`config.mk`:
```
export PLATFORM = sky130hd
export DESIGN_NAME = ppcm_prog_core
export DESIGN_NICKNAME = d
export VERILOG_FILES = /design/src/rtl/ppcm_prog_core.sv
export SDC_FILE = /design/constraint.sdc
export NUM_CORES = 1
export LEC_CHECK = 0
export CORE_MARGIN = 2
export CORE_UTILIZATION = 40
export CTS_BUF_LIST = sky130_fd_sc_hd__clkbuf_8 sky130_fd_sc_hd__clkbuf_16
export DETAILED_ROUTE_END_ITERATION = 16
export GPL_TIMING_DRIVEN = 0
export MAX_ROUTING_LAYER = met4
export PLACE_DENSITY = 0.65
export SETUP_SLACK_MARGIN = 0.4
export SYNTH_ARGS = -nofsm -noshare
export SYNTH_HDL_FRONTEND = slang
export SYNTH_SLANG_ARGS = --single-unit
```
`constraint.sdc`:
```
create_clock -name clk -period 4.6 [get_ports clk]
set_input_delay 0.92 -clock clk [delete_from_list [all_inputs] [get_ports clk]]
set_output_delay 0.92 -clock clk [all_outputs]
set_load 0.1 [all_outputs]
```
`src/rtl/ppcm_prog_core.sv`:
```
`default_nettype none
// ============================================================================
//  Module   : ppcm_prog_core
//  Purpose  : Programs one 32-bit word into a 16-bit Parallel PCM device as
//             two halfword program operations, polling the status register
//             between them, then returns the device to read-array mode.
//  Revision : 1.0  initial release
// ============================================================================
module ppcm_prog_core #(
    parameter int CLK_FREQ  = 100,
    parameter int ADDR_BITS = 24
) (
    input  logic                 clk,
    input  logic                 rst,
    input  logic                 cs,
    input  logic                 we,
    input  logic [ADDR_BITS-1:2] addr,
    input  logic [31:0]          din,
    output logic                 busy,
    output logic                 ack,
    output logic                 err,
    output logic                 pcm_ce_n,
    output logic                 pcm_oe_n,
    output logic                 pcm_we_n,
    output logic                 pcm_rst_n,
    output logic [ADDR_BITS-1:1] pcm_addr,
    input  logic [15:0]          pcm_din,
    output logic [15:0]          pcm_dout,
    output logic                 pcm_doe
);

    // Cycle counts derived from the device timing in ns.
    localparam int c_COUNT_INIT    = 1 + (CLK_FREQ * 100000) / 1000;
    localparam int c_COUNT_WE      = 1 + (CLK_FREQ * 50) / 1000;
    localparam int c_COUNT_GAP     = 1 + (CLK_FREQ * 30) / 1000;
    localparam int c_COUNT_READ    = 1 + (CLK_FREQ * 115) / 1000;
    localparam int c_COUNT_TIMEOUT = 1 + (CLK_FREQ * 500000) / 1000;

    localparam int c_MAX_A   = (c_COUNT_INIT > c_COUNT_TIMEOUT) ? c_COUNT_INIT : c_COUNT_TIMEOUT;
    localparam int c_MAX_B   = (c_COUNT_WE + c_COUNT_GAP > c_COUNT_READ) ? c_COUNT_WE + c_COUNT_GAP : c_COUNT_READ;
    localparam int c_CNT_MAX = (c_MAX_A > c_MAX_B) ? c_MAX_A : c_MAX_B;
    localparam int c_CNT_W   = $clog2(c_CNT_MAX + 1);
    localparam int c_RD_W    = $clog2(c_COUNT_READ + 1);

    localparam logic [c_CNT_W-1:0] c_INIT_LAST  = c_CNT_W'(c_COUNT_INIT - 1);
    localparam logic [c_CNT_W-1:0] c_WE_LAST    = c_CNT_W'(c_COUNT_WE - 1);
    localparam logic [c_CNT_W-1:0] c_GAP_LAST   = c_CNT_W'(c_COUNT_GAP - 1);
    localparam logic [c_CNT_W-1:0] c_PULSE_LAST = c_CNT_W'(c_COUNT_WE + c_COUNT_GAP - 1);
    localparam logic [c_CNT_W-1:0] c_TO_LAST    = c_CNT_W'(c_COUNT_TIMEOUT - 1);
    localparam logic [c_RD_W-1:0]  c_READ_LAST  = c_RD_W'(c_COUNT_READ - 1);

    localparam logic [15:0] c_CMD_PROG  = 16'h0040;
    localparam logic [15:0] c_CMD_CLR   = 16'h0050;
    localparam logic [15:0] c_CMD_RDARR = 16'h00FF;

    typedef enum logic [3:0] {
        S_INIT  = 4'd0,
        S_IDLE  = 4'd1,
        S_CMD   = 4'd2,
        S_CGAP  = 4'd3,
        S_DATA  = 4'd4,
        S_DGAP  = 4'd5,
        S_POLL  = 4'd6,
        S_CLR   = 4'd7,
        S_RDARR = 4'd8,
        S_DONE  = 4'd9
    } state_t;

    state_t                r_state_q, w_state_d;
    logic [c_CNT_W-1:0]    r_cnt_q, w_cnt_d;
    logic [c_RD_W-1:0]     r_rd_cnt_q, w_rd_cnt_d;
    logic                  r_half_q, w_half_d;
    logic [ADDR_BITS-1:2]  r_addr_q, w_addr_d;
    logic [31:0]           r_din_q, w_din_d;
    logic                  r_err_q, w_err_d;
    logic                  r_busy_q, w_busy_d;
    logic                  r_ack_q, w_ack_d;
    logic                  r_ce_n_q, w_ce_n_d;
    logic                  r_oe_n_q, w_oe_n_d;
    logic                  r_we_n_q, w_we_n_d;
    logic                  r_doe_q, w_doe_d;
    logic [15:0]           r_dout_q, w_dout_d;
    logic [ADDR_BITS-1:1]  r_pcm_addr_q, w_pcm_addr_d;
    logic                  r_pcm_rst_n_q;

    // Only SR7 and the program/VPP/protect error bits matter here.
    logic w_sr_ready;
    logic w_sr_fail;
    logic w_din_unused;
    assign w_sr_ready   = pcm_din[7];
    assign w_sr_fail    = pcm_din[4] | pcm_din[3] | pcm_din[1];
    assign w_din_unused = &{1'b0, pcm_din[15:8], pcm_din[6:5], pcm_din[2], pcm_din[0]};

    // Next-state, counter and latched-request logic.
    always_comb begin
        w_state_d    = r_state_q;
        w_cnt_d      = r_cnt_q + c_CNT_W'(1);
        w_rd_cnt_d   = '0;
        w_half_d     = r_half_q;
        w_addr_d     = r_addr_q;
        w_din_d      = r_din_q;
        w_err_d      = r_err_q;
        w_pcm_addr_d = r_pcm_addr_q;
        case (r_state_q)
            S_INIT: begin
                if (r_cnt_q == c_INIT_LAST) begin
                    w_state_d = S_IDLE;
                    w_cnt_d   = '0;
                end
            end
            S_IDLE: begin
                w_cnt_d = '0;
                if (cs && we) begin
                    w_addr_d     = addr;
                    w_din_d      = din;
                    w_err_d      = 1'b0;
                    w_half_d     = 1'b0;
                    w_pcm_addr_d = {addr, 1'b0};
                    w_state_d    = S_CMD;
                end
            end
            S_CMD: begin
                if (r_cnt_q == c_WE_LAST) begin
                    w_state_d = S_CGAP;
                    w_cnt_d   = '0;
                end
            end
            S_CGAP: begin
                if (r_cnt_q == c_GAP_LAST) begin
                    w_state_d = S_DATA;
                    w_cnt_d   = '0;
                end
            end
            S_DATA: begin
                if (r_cnt_q == c_WE_LAST) begin
                    w_state_d = S_DGAP;
                    w_cnt_d   = '0;
                end
            end
            S_DGAP: begin
                if (r_cnt_q == c_GAP_LAST) begin
                    w_state_d = S_POLL;
                    w_cnt_d   = '0;
                end
            end
            S_POLL: begin
                // r_cnt_q runs as the timeout counter from poll entry;
                // r_rd_cnt_q paces the status-register reads.
                w_rd_cnt_d = r_rd_cnt_q + c_RD_W'(1);
                if (r_rd_cnt_q == c_READ_LAST) begin
                    w_rd_cnt_d = '0;
                    if (w_sr_ready) begin
                        w_cnt_d = '0;
                        if (w_sr_fail) begin
                            w_err_d   = 1'b1;
                            w_state_d = S_CLR;
                        end else if (!r_half_q) begin
                            w_half_d     = 1'b1;
                            w_pcm_addr_d = {r_addr_q, 1'b1};
                            w_state_d    = S_CMD;
                        end else begin
                            w_state_d = S_RDARR;
                        end
                    end
                end
                if (w_state_d == S_POLL && r_cnt_q == c_TO_LAST) begin
                    w_err_d   = 1'b1;
                    w_state_d = S_CLR;
                    w_cnt_d   = '0;
                end
            end
            S_CLR: begin
                if (r_cnt_q == c_PULSE_LAST) begin
                    w_state_d = S_RDARR;
                    w_cnt_d   = '0;
                end
            end
            S_RDARR: begin
                if (r_cnt_q == c_PULSE_LAST) begin
                    w_state_d = S_DONE;
                    w_cnt_d   = '0;
                end
            end
            S_DONE: begin
                w_state_d = S_IDLE;
                w_cnt_d   = '0;
            end
            default: begin
                w_state_d = S_INIT;
                w_cnt_d   = '0;
            end
        endcase
    end

    // Output decode from the next state so every output leaves a flop
    // aligned with the state it belongs to.
    always_comb begin
        w_busy_d = (w_state_d != S_IDLE);
        w_ack_d  = (w_state_d == S_DONE);
        w_ce_n_d = 1'b1;
        w_oe_n_d = 1'b1;
        w_we_n_d = 1'b1;
        w_doe_d  = 1'b0;
        w_dout_d = 16'h0000;
        case (w_state_d)
            S_CMD: begin
                w_ce_n_d = 1'b0;
                w_we_n_d = 1'b0;
                w_doe_d  = 1'b1;
                w_dout_d = c_CMD_PROG;
            end
            S_DATA: begin
                w_ce_n_d = 1'b0;
                w_we_n_d = 1'b0;
                w_doe_d  = 1'b1;
                w_dout_d = w_half_d ? w_din_d[31:16] : w_din_d[15:0];
            end
            S_CLR, S_RDARR: begin
                // First part of the state is the write pulse, the rest is the gap.
                if (w_cnt_d <= c_WE_LAST) begin
                    w_ce_n_d = 1'b0;
                    w_we_n_d = 1'b0;
                    w_doe_d  = 1'b1;
                    w_dout_d = (w_state_d == S_CLR) ? c_CMD_CLR : c_CMD_RDARR;
                end
            end
            S_POLL: begin
                w_ce_n_d = 1'b0;
                w_oe_n_d = 1'b0;
            end
            default: begin
                w_ce_n_d = 1'b1;
            end
        endcase
    end

    // State, counters and registered outputs.
    always_ff @(posedge clk) begin
        if (rst) begin
            r_state_q     <= S_INIT;
            r_cnt_q       <= '0;
            r_rd_cnt_q    <= '0;
            r_half_q      <= 1'b0;
            r_addr_q      <= '0;
            r_din_q       <= '0;
            r_err_q       <= 1'b0;
            r_busy_q      <= 1'b1;
            r_ack_q       <= 1'b0;
            r_ce_n_q      <= 1'b1;
            r_oe_n_q      <= 1'b1;
            r_we_n_q      <= 1'b1;
            r_doe_q       <= 1'b0;
            r_dout_q      <= '0;
            r_pcm_addr_q  <= '0;
            r_pcm_rst_n_q <= 1'b0;
        end else begin
            r_state_q     <= w_state_d;
            r_cnt_q       <= w_cnt_d;
            r_rd_cnt_q    <= w_rd_cnt_d;
            r_half_q      <= w_half_d;
            r_addr_q      <= w_addr_d;
            r_din_q       <= w_din_d;
            r_err_q       <= w_err_d;
            r_busy_q      <= w_busy_d;
            r_ack_q       <= w_ack_d;
            r_ce_n_q      <= w_ce_n_d;
            r_oe_n_q      <= w_oe_n_d;
            r_we_n_q      <= w_we_n_d;
            r_doe_q       <= w_doe_d;
            r_dout_q      <= w_dout_d;
            r_pcm_addr_q  <= w_pcm_addr_d;
            r_pcm_rst_n_q <= 1'b1;
        end
    end

    assign busy      = r_busy_q;
    assign ack       = r_ack_q;
    assign err       = r_err_q;
    assign pcm_ce_n  = r_ce_n_q;
    assign pcm_oe_n  = r_oe_n_q;
    assign pcm_we_n  = r_we_n_q;
    assign pcm_rst_n = r_pcm_rst_n_q;
    assign pcm_addr  = r_pcm_addr_q;
    assign pcm_dout  = r_dout_q;
    assign pcm_doe   = r_doe_q;

endmodule
`default_nettype wire

```
==> results.txt, run 1 <==
----------------------------------------------------
[Cells and area]
  Most frequent cells in the layout ... nand2_1 (132), dfxtp_1 (126), clkdlybuf4s50_1 (107)
  Number of nets at the end of the flow ... roughly 850
  Most frequent standard cell in the layout excluding fill and tap cells ... nand2_1
  Ant diodes ... 0
  Number of filler cells placed in the layout ... approximately 1.3k
  Fraction of final layout cells with drive strength greater than 1 ... 0.0953
  Layout overhead on the synthesized area ... 32.3%

[Power]
  Clock network fraction of total power ... 0.496
  P_leak ... around 0.0027 uW
  Maximum resistive drop on vdd ... 313 uV
  Tot Pwr ... 2390 uW
  Ratio of total power to cell area ... 321 nW/um^2
  Internal power ... approximately 1900 uW
  Switching share of power ... 0.211
  Sequential fraction of design power ... 0.459
  Net switching component of the power ... a little over 500 uW
  Fraction of power consumed by combinational cells ... 0.045

[Floorplanning]
  Boundary Pins ... roughly 120
  Horizontal die dimension ... about 120 um
  Die ar. ... ~15000 um^2
  # rows ... 43
  Core area ... 13800 um^2
  Die H ... 123 um
  Initial Utilization ... 0.407

[Global route]
  Initial antenna violation count ... 0
  Wire length of the first global-routing pass ... between 20000 and 25000 um
  Pin count of the biggest net entering global routing ... 17
  Via count of the first global-routing pass ... around 4.7k
  Overall fraction of global-route tracks in use ... 0.211
  Total global routing overflow ... 0

[Worst setup path]
  Number of buffers and inverters on the critical path ... 3
  Largest driver fanout on the critical path ... 10
  Reg2Reg Setup Slack ... approximately 1.8 ns
  Kind of critical path ... in2reg
  Worst flop-to-flop path endpoint ... pcm_dout[1]$_SDFF_PP0_
  Delay of the slowest critical-path stage ... between 0.6 and 0.7 ns
  Nature of the critical path endpoint ... register
  Startpoint types ... primary input
  Reg-to-reg startpoint ... r_cnt_q[0]$_SDFF_PP0_
  Crit path cell chain ... clkdlybuf4s50_1, nand4b_1, nor3_2, clkbuf_1, buf_1, nand2_1, a21oi_1
  Worst path top cell family by delay ... buffers and inverters
  Worst EP arrival ... around 3.4 ns
  Cell with the largest stage delay on the worst path ... nor3_2
  Data required time of the worst path ... around 4.9 ns
  Worst Reg2Reg Path Length in Cells ... 8

[Routing]
  Detailed Route Iter0 Violations ... between 300 and 400
  Via density per instance ... just over 5
  Total Routed Length ... between 15000 and 20000 um
  DR vias ... just under 5k
  DRT Pass-1 Iters ... 5
  Detailed-route wire length per cell ... roughly 16 um
  DRC violations left ... 0
  Count of antenna-violating nets left after detailed routing ... 0

[Logic synthesis]
  Syn_area_per_cell ... 8.66 um^2
  Portion of the post-synthesis area used by sequential elements ... 0.448
  Instance count of the mapped netlist ... 650
  Post-Syn Nets ... 728
  Library cells used by synthesis ... 67
  Yosys synthesis warning count ... 0
  Yosys top cell area share ... 0.448
  Most used DFF post-synth ... dfxtp_1
  Asr flop ratio synth ... 0
  Largest cells by area after synthesis ... dfxtp_1 (45%), nand2_1 (8.8%), a21oi_1 (6.0%)
  Cell type contributing the most total cell area after synthesis ... dfxtp_1
  Count of flip-flops with a built-in enable after synthesis ... 0
  Mapped cell area ... 5630 um^2
  Synthesis-stage register bit count ... roughly 130

[Timing]
  Min cycle time layout ... between 3 and 4 ns
  Largest clock skew in the final design ... 0.00618 ns
  Number of endpoints failing setup at the final stage ... 0
  Peak clock frequency supported by timing ... 0.323 GHz
  Unrepaired setup endpoints after global routing ... no
  Fraction of the cycle the final worst path needs ... 0.674
  Max-slew violation count ... 0
  Setup total negative slack ... 0 ns
  Worst slew slack as a fraction of its limit ... 0.289
  Total count of hold-check failures in the final report ... 0
  Transition time of the tightest slew-check pin ... ~1.1 ns
  Hold WS ... between 0.4 and 0.5 ns

[Run]
  Max_cap viols ... 0

[CTS]
  Root buffer cell ... clkbuf_16
  CTS max path bufs ... 2
  Clock-pin slew of the registers on the worst-case setup and hold paths ... about 0.05 ns
  Clock insertion delay at the later pin of the skew report ... approximately 0.42 ns
  Number of hold buffers added after CTS ... 0
  Sinks on Clock Net ... ~130
  Number of buffers inserted by post-CTS setup repair ... 0
  Inserted Clock Buffers ... 17
  TritonCTS clock tree ... built
  Post-CTS resize count ... 0
  Max H-tree Level ... 4

[Placed design]
  Routability congestion estimate ... about 0.86
  Number of port buffers ... between 100 and 150
  Final HPWL DP ... ~11000 um

[Hold path]
  Worst hold endpoint ... r_addr_q[2]$_SDFFE_PP0P_
  Worst hold stages ... 2
  Source of the worst hold timing path ... r_addr_q[2]$_SDFFE_PP0P_
  HP Class ... reg2reg

[Outcome]
  Outcome ... complete, no violations

----------------------------------------------------
==> cells by family (layout without fill, tap and decap cells) <==
| logic type | Yosys count | count (layout) | synth area share |
|---|---|---|---|
| flip-flops | 126 | 126 | 0.448 |
| XOR/XNOR | 20 | 20 | 0.0325 |
| adder cells (fa/ha/maj) | 4 | 4 | 0.00889 |
| AO/OA/AOI/OAI | 134 | 134 | 0.150 |
| buffers and inverters | 55 | 192 | 0.0596 |
| multiplexers | 33 | 33 | 0.0609 |
| AND/OR/NAND/NOR | 278 | 278 | 0.240 |
==> worst register-to-register path: cells and delay by family (launching register included) <==
family                     cells  cell delay, ns
AOI/OAI and AO/OA              3            0.78
muxes                          1            0.27
and+or+nand+nor                3            0.97
adders and majority gates      1            0.30
DFF                            1            0.41
==> layout make-up <==
| type | instances | area [um^2] | area share |
|---|---|---|---|
| multi-input cells | 469 | 2770 | 0.372 |
| clock buffers | 18 | 439 | 0.0590 |
| clock inverters | 12 | 83.8 | 0.0113 |
| well taps | 180 | 225 | 0.0302 |
| flip-flops and latches | 126 | 2520 | 0.339 |
| inverters | 10 | 37.5 | 0.00504 |
| plain buffers | 45 | 298 | 0.0400 |
| repair buffers | 107 | 1070 | 0.144 |
==> worst max-delay path by stage <==
stage,start,to,cells after the start
floorplan,pcm_din[7],pcm_ce_n$_SDFF_PP1_,7
global placement,cs,r_addr_q[7]$_SDFFE_PP0P_,7
detailed placement,we,r_addr_q[13]$_SDFFE_PP0P_,7
CTS,we,r_addr_q[13]$_SDFFE_PP0P_,7
global route,we,r_addr_q[15]$_SDFFE_PP0P_,7
finish,we,r_addr_q[9]$_SDFFE_PP0P_,7
==> power by group through the flow <==
| stage | logic (uW) | registers, uW | clock network (uW) |
|---|---|---|---|
| final | 107 | 1100 | 1190 |
| after global routing | 114 | 1100 | 1270 |
| after CTS | 107 | 1100 | 1210 |
| after detailed placement | 107 | 1120 | 0 |
| after global placement | 106 | 1120 | 0 |
| after floorplan | 32.2 | 1120 | 0 |
==> registers in the layout, indices dropped and copies added (netlist names), 4 cells and up <==
register    count
pcm_dout       16
r_state_q       4
r_din_q        32
pcm_addr       23
r_rd_cnt_q      4
r_cnt_q        16
r_addr_q       22
==> routing by layer <==
metal | vias up | part of all wire | routed length, um | global-route usage
li1 | 2502 | - | - | -
met1 | 2306 | 0.46 | 6860 | 0.262
met2 | 138 | 0.47 | 6980 | 0.327
met3 | 14 | 0.065 | 982 | 0.0651
met4 | 0 | 0.012 | 179 | 0.0682
met5 | - | 0 | 0 | -
==> per-stage QoR <==
| stage | std cells | utilization | cell area [um^2] | worst slack, ns |
|---|---|---|---|---|
| final | 967 | 0.539 | 7450 | 1.50 |
| after global routing | 967 | 0.539 | 7450 | 1.39 |
| after CTS | 967 | 0.539 | 7450 | 1.56 |
| after detailed placement | 937 | 0.501 | 6930 | 1.13 |
| after global placement | 937 | 0.501 | 6930 | 1.24 |
| after floorplan | 650 | - | 5630 | 2.22 |
==> Yosys cell counts, types with 2 or more instances <==
| cell type | number |
|---|---|
| buf_4 | 2 |
| or2_2 | 2 |
| nand3_1 | 18 |
| and4b_2 | 2 |
| xor2_1 | 5 |
| or4_1 | 2 |
| buf_2 | 8 |
| a21oi_1 | 67 |
| o211a_1 | 3 |
| clkbuf_8 | 7 |
| nand2_1 | 132 |
| a31oi_1 | 3 |
| o211ai_1 | 2 |
| inv_1 | 10 |
| a211oi_1 | 23 |
| nand4b_1 | 3 |
| and3_1 | 7 |
| nor4b_1 | 2 |
| o22ai_1 | 8 |
| nor2_1 | 63 |
| or3_1 | 2 |
| nor3_1 | 9 |
| mux2i_1 | 32 |
| dfxtp_1 | 126 |
| a21o_1 | 2 |
| buf_1 | 2 |
| a21oi_4 | 2 |
| nand3b_1 | 2 |
| nand2b_1 | 2 |
| nor3_2 | 2 |
| o21ai_0 | 13 |
| and4bb_2 | 2 |
| ha_1 | 4 |
| nor4_1 | 3 |
| buf_6 | 4 |
| nand3_2 | 2 |
| clkbuf_1 | 21 |
| nand4_1 | 9 |
| xnor2_1 | 14 |
No activity file was read; power rests on OpenSTA's default activity.
==> run 2: changes to the inputs <==
--- a/config.mk
+++ b/config.mk
@@ -11,7 +11,7 @@
 export DETAILED_ROUTE_END_ITERATION = 16
 export GPL_TIMING_DRIVEN = 0
 export MAX_ROUTING_LAYER = met4
-export PLACE_DENSITY = 0.65
+export PLACE_DENSITY = 0.68
 export SETUP_SLACK_MARGIN = 0.4
 export SYNTH_ARGS = -nofsm -noshare
 export SYNTH_HDL_FRONTEND = slang
==> constraint.sdc (replaced) <==
create_clock -name clk -period 2.79 [get_ports clk]
set_input_delay 0.558 -clock clk [delete_from_list [all_inputs] [get_ports clk]]
set_output_delay 0.558 -clock clk [all_outputs]
set_load 0.1 [all_outputs]
==> run 2 against run 1 <==
Effect of this change:
- global-route usage increased by 0.50 points
- clock power increased by 77%
- die area did not move
- via count up 4.7%
- first-iteration DRC count is 19% higher
- worst hold slack got worse by 0.012 ns
- final cell count increased by 1.2%
- utilization is 2.1 points higher
- total power is 72% higher
- combinational power grew 74%
- largest cell class unchanged
- highest routed layer unchanged
==> results.txt, run 2 (synthesized netlist as in run 1, its figures left out) <==
----------------------------------------------------
[Power]
  Maximum resistive drop on vdd ... 423 uV (+35%)
  P_leak ... 0.00305 uW (+13%)
  Ratio of total power to cell area ... 530 nW/um^2 (+65%)

[Worst setup path]
  Startpoint types ... primary input
  Number of buffers and inverters on the critical path ... 4 (+1)
  Kind of critical path ... in2reg
  Reg-to-reg startpoint ... r_cnt_q[1]$_SDFF_PP0_
  Cell with the largest stage delay on the worst path ... clkdlybuf4s50_1
  Crit path cell chain ... clkdlybuf4s50_1, nand4b_1, buf_4, nor3_4, clkbuf_2, buf_1, nand2_1, a21oi_1
  Delay of the slowest critical-path stage ... 0.51 ns (-0.14 ns)
  Worst setup path startpoint ... we
  Nature of the critical path endpoint ... register
  Data required time of the worst path ... 3.14 ns (-1.80 ns)
  Largest driver fanout on the critical path ... 10 (unchanged)
  Worst path top cell family by delay ... buffers and inverters
  Worst EP arrival ... 2.66 ns (-0.78 ns)

[CTS]
  Max H-tree Level ... 4 (unchanged)
  Sinks on Clock Net ... 126 (unchanged)
  CTS max path bufs ... 2 (unchanged)
  Clock-pin slew of the registers on the worst-case setup and hold paths ... 0.05 ns (about the same)
  Root buffer cell ... clkbuf_16
  TritonCTS clock tree ... built
  Number of hold buffers added after CTS ... 0 (unchanged)
  Inserted Clock Buffers ... 17 (unchanged)
  Clock insertion delay at the later pin of the skew report ... 0.42 ns (about the same)

[Timing]
  Final worst setup slack ... 0.485 ns (-1.01 ns)
  Hold WS ... 0.443 ns (-0.0118 ns)
  Unrepaired setup endpoints after global routing ... no
  Setup total negative slack ... 0 ns (unchanged)
  Max-slew violation count ... 0 (unchanged)
  Peak clock frequency supported by timing ... around 0.43 GHz
  Total count of hold-check failures in the final report ... 0 (unchanged)
  Transition time of the tightest slew-check pin ... 1.01 ns (-0.0526 ns)
  Min cycle time layout ... about 2.3 ns
  Number of endpoints failing setup at the final stage ... 0 (unchanged)
  Worst slew slack as a fraction of its limit ... 0.329 (+0.0400)
  Fraction of the cycle the final worst path needs ... 0.826
  Largest clock skew in the final design ... 0.00611 ns (-0.0000716 ns)

[Placed design]
  Final HPWL DP ... 11100 um (-1.1%)
  Worst setup timing slack at the placement stage ... -0.255 ns (-1.38 ns)
  Cell area after placement ... 6930 um^2 (unchanged)
  Number of port buffers ... 107 (unchanged)
  Routability congestion estimate ... 0.904 (+4.7%)

[Hold path]
  HP Class ... reg2reg
  Source of the worst hold timing path ... r_rd_cnt_q[0]$_SDFF_PP0_

[Floorplanning]
  Horizontal die dimension ... 123 um (unchanged)
  Initial Utilization ... 0.407 (unchanged)
  Die H ... 123 um (unchanged)
  # rows ... 43 (unchanged)
  Core area ... 13800 um^2 (unchanged)
  Boundary Pins ... 121 (unchanged)
  Die ar. ... 15000 um^2 (unchanged)

[Global route]
  Wire length of the first global-routing pass ... 24300 um (+3.1%)
  Pin count of the biggest net entering global routing ... 17 (unchanged)
  Total global routing overflow ... 0 (unchanged)
  Overall fraction of global-route tracks in use ... 0.216 (+0.00495)
  Initial antenna violation count ... 0 (unchanged)
  Via count of the first global-routing pass ... 4984 (+5.8%)

[Cells and area]
  Layout overhead on the synthesized area ... 37.5%
  Final std cell area, no fill ... 7740 um^2 (+3.9%)
  Most frequent standard cell in the layout excluding fill and tap cells ... nand2_1
  Ant diodes ... 0 (unchanged)
  Number of nets at the end of the flow ... 867 (+1.5%)
  Fraction of final layout cells with drive strength greater than 1 ... 0.151 (+0.0561)
  Largest register by flop count ... r_din_q
  Most frequent cells in the layout ... nand2_1 (130), dfxtp_1 (121), a21oi_1 (65)
  Number of filler cells placed in the layout ... 1247 (-1.7%)
  Max FFs per register ... 32 (unchanged)

[Routing]
  Via density per instance ... 5.31 (+3.4%)
  Total Routed Length ... 15600 um (+4.3%)
  Detailed-route wire length per cell ... 16.0 um (+3.0%)
  Detailed Route Iter0 Violations ... 377 (+19%)
  Count of antenna-violating nets left after detailed routing ... 0 (unchanged)
  DRT Pass-1 Iters ... 5 (unchanged)
  DR vias ... 5194 (+4.7%)
  DRC violations left ... 0 (unchanged)

[Outcome]
  Outcome ... complete, no violations

[Run]
  Max_cap viols ... 0 (unchanged)

----------------------------------------------------
==> run 2: path summary, 6_finish.rpt <==
| kind | cells past startpoint | slack, ns | end |
|---|---|---|---|
| setup / recovery | 8 | 0.48 | r_addr_q[10]$_SDFFE_PP0P_ |
| hold / removal | 1 | 0.44 | r_rd_cnt_q[0]$_SDFF_PP0_ |
| setup reg to reg | 10 | 0.51 | pcm_dout[7]$_SDFF_PP0_ |
| hold reg to reg | 1 | 0.44 | r_rd_cnt_q[0]$_SDFF_PP0_ |
==> run 2: through the flow <==
stage | power, uW | utilization | cells
after floorplan | 1910 | - | 650
after global placement | 2020 | 0.501 | 937
after detailed placement | 2020 | 0.501 | 937
after CTS | 4120 | 0.541 | 968
after global routing | 4240 | 0.560 | 979
final | 4110 | 0.560 | 979
==> run 2: per-layer routing <==
metal	share of wire	global-route usage	routed length, um
met1	0.43	0.265	6750
met2	0.47	0.336	7390
met3	0.070	0.0664	1090
met4	0.026	0.0754	411
met5	0	-	0
==> run 2: power by group <==
part / leakage, uW / total, uW / switching, uW / internal (uW)
clock network: 0.000290 / 2110 / 754 / 1350
registers: 0.00102 / 1810 / 4.86 / 1810
logic: 0.00174 / 186 / 84.9 / 101
==> run 2: final cells by class <==
cell class | count | area (um^2) | area share
Multi-Input combinational cell | 470 | 2950 | 0.380
Sequential cell | 126 | 2530 | 0.327
Timing Repair Buffer | 119 | 1120 | 0.144
Clock buffer | 20 | 467 | 0.0603
Buffer | 45 | 320 | 0.0414
Tap cell | 180 | 225 | 0.0291
Clock inverter | 9 | 96.3 | 0.0124
Inverter | 10 | 37.5 | 0.00485
==> run 2: repair_timing <==
action,in CTS,in global routing
hold endpoints to repair,0,0
gates resized for setup,62,45
endpoints found under the setup margin,98,81
pin swaps,2,14
setup buffers,2,9
gates cloned,0,2
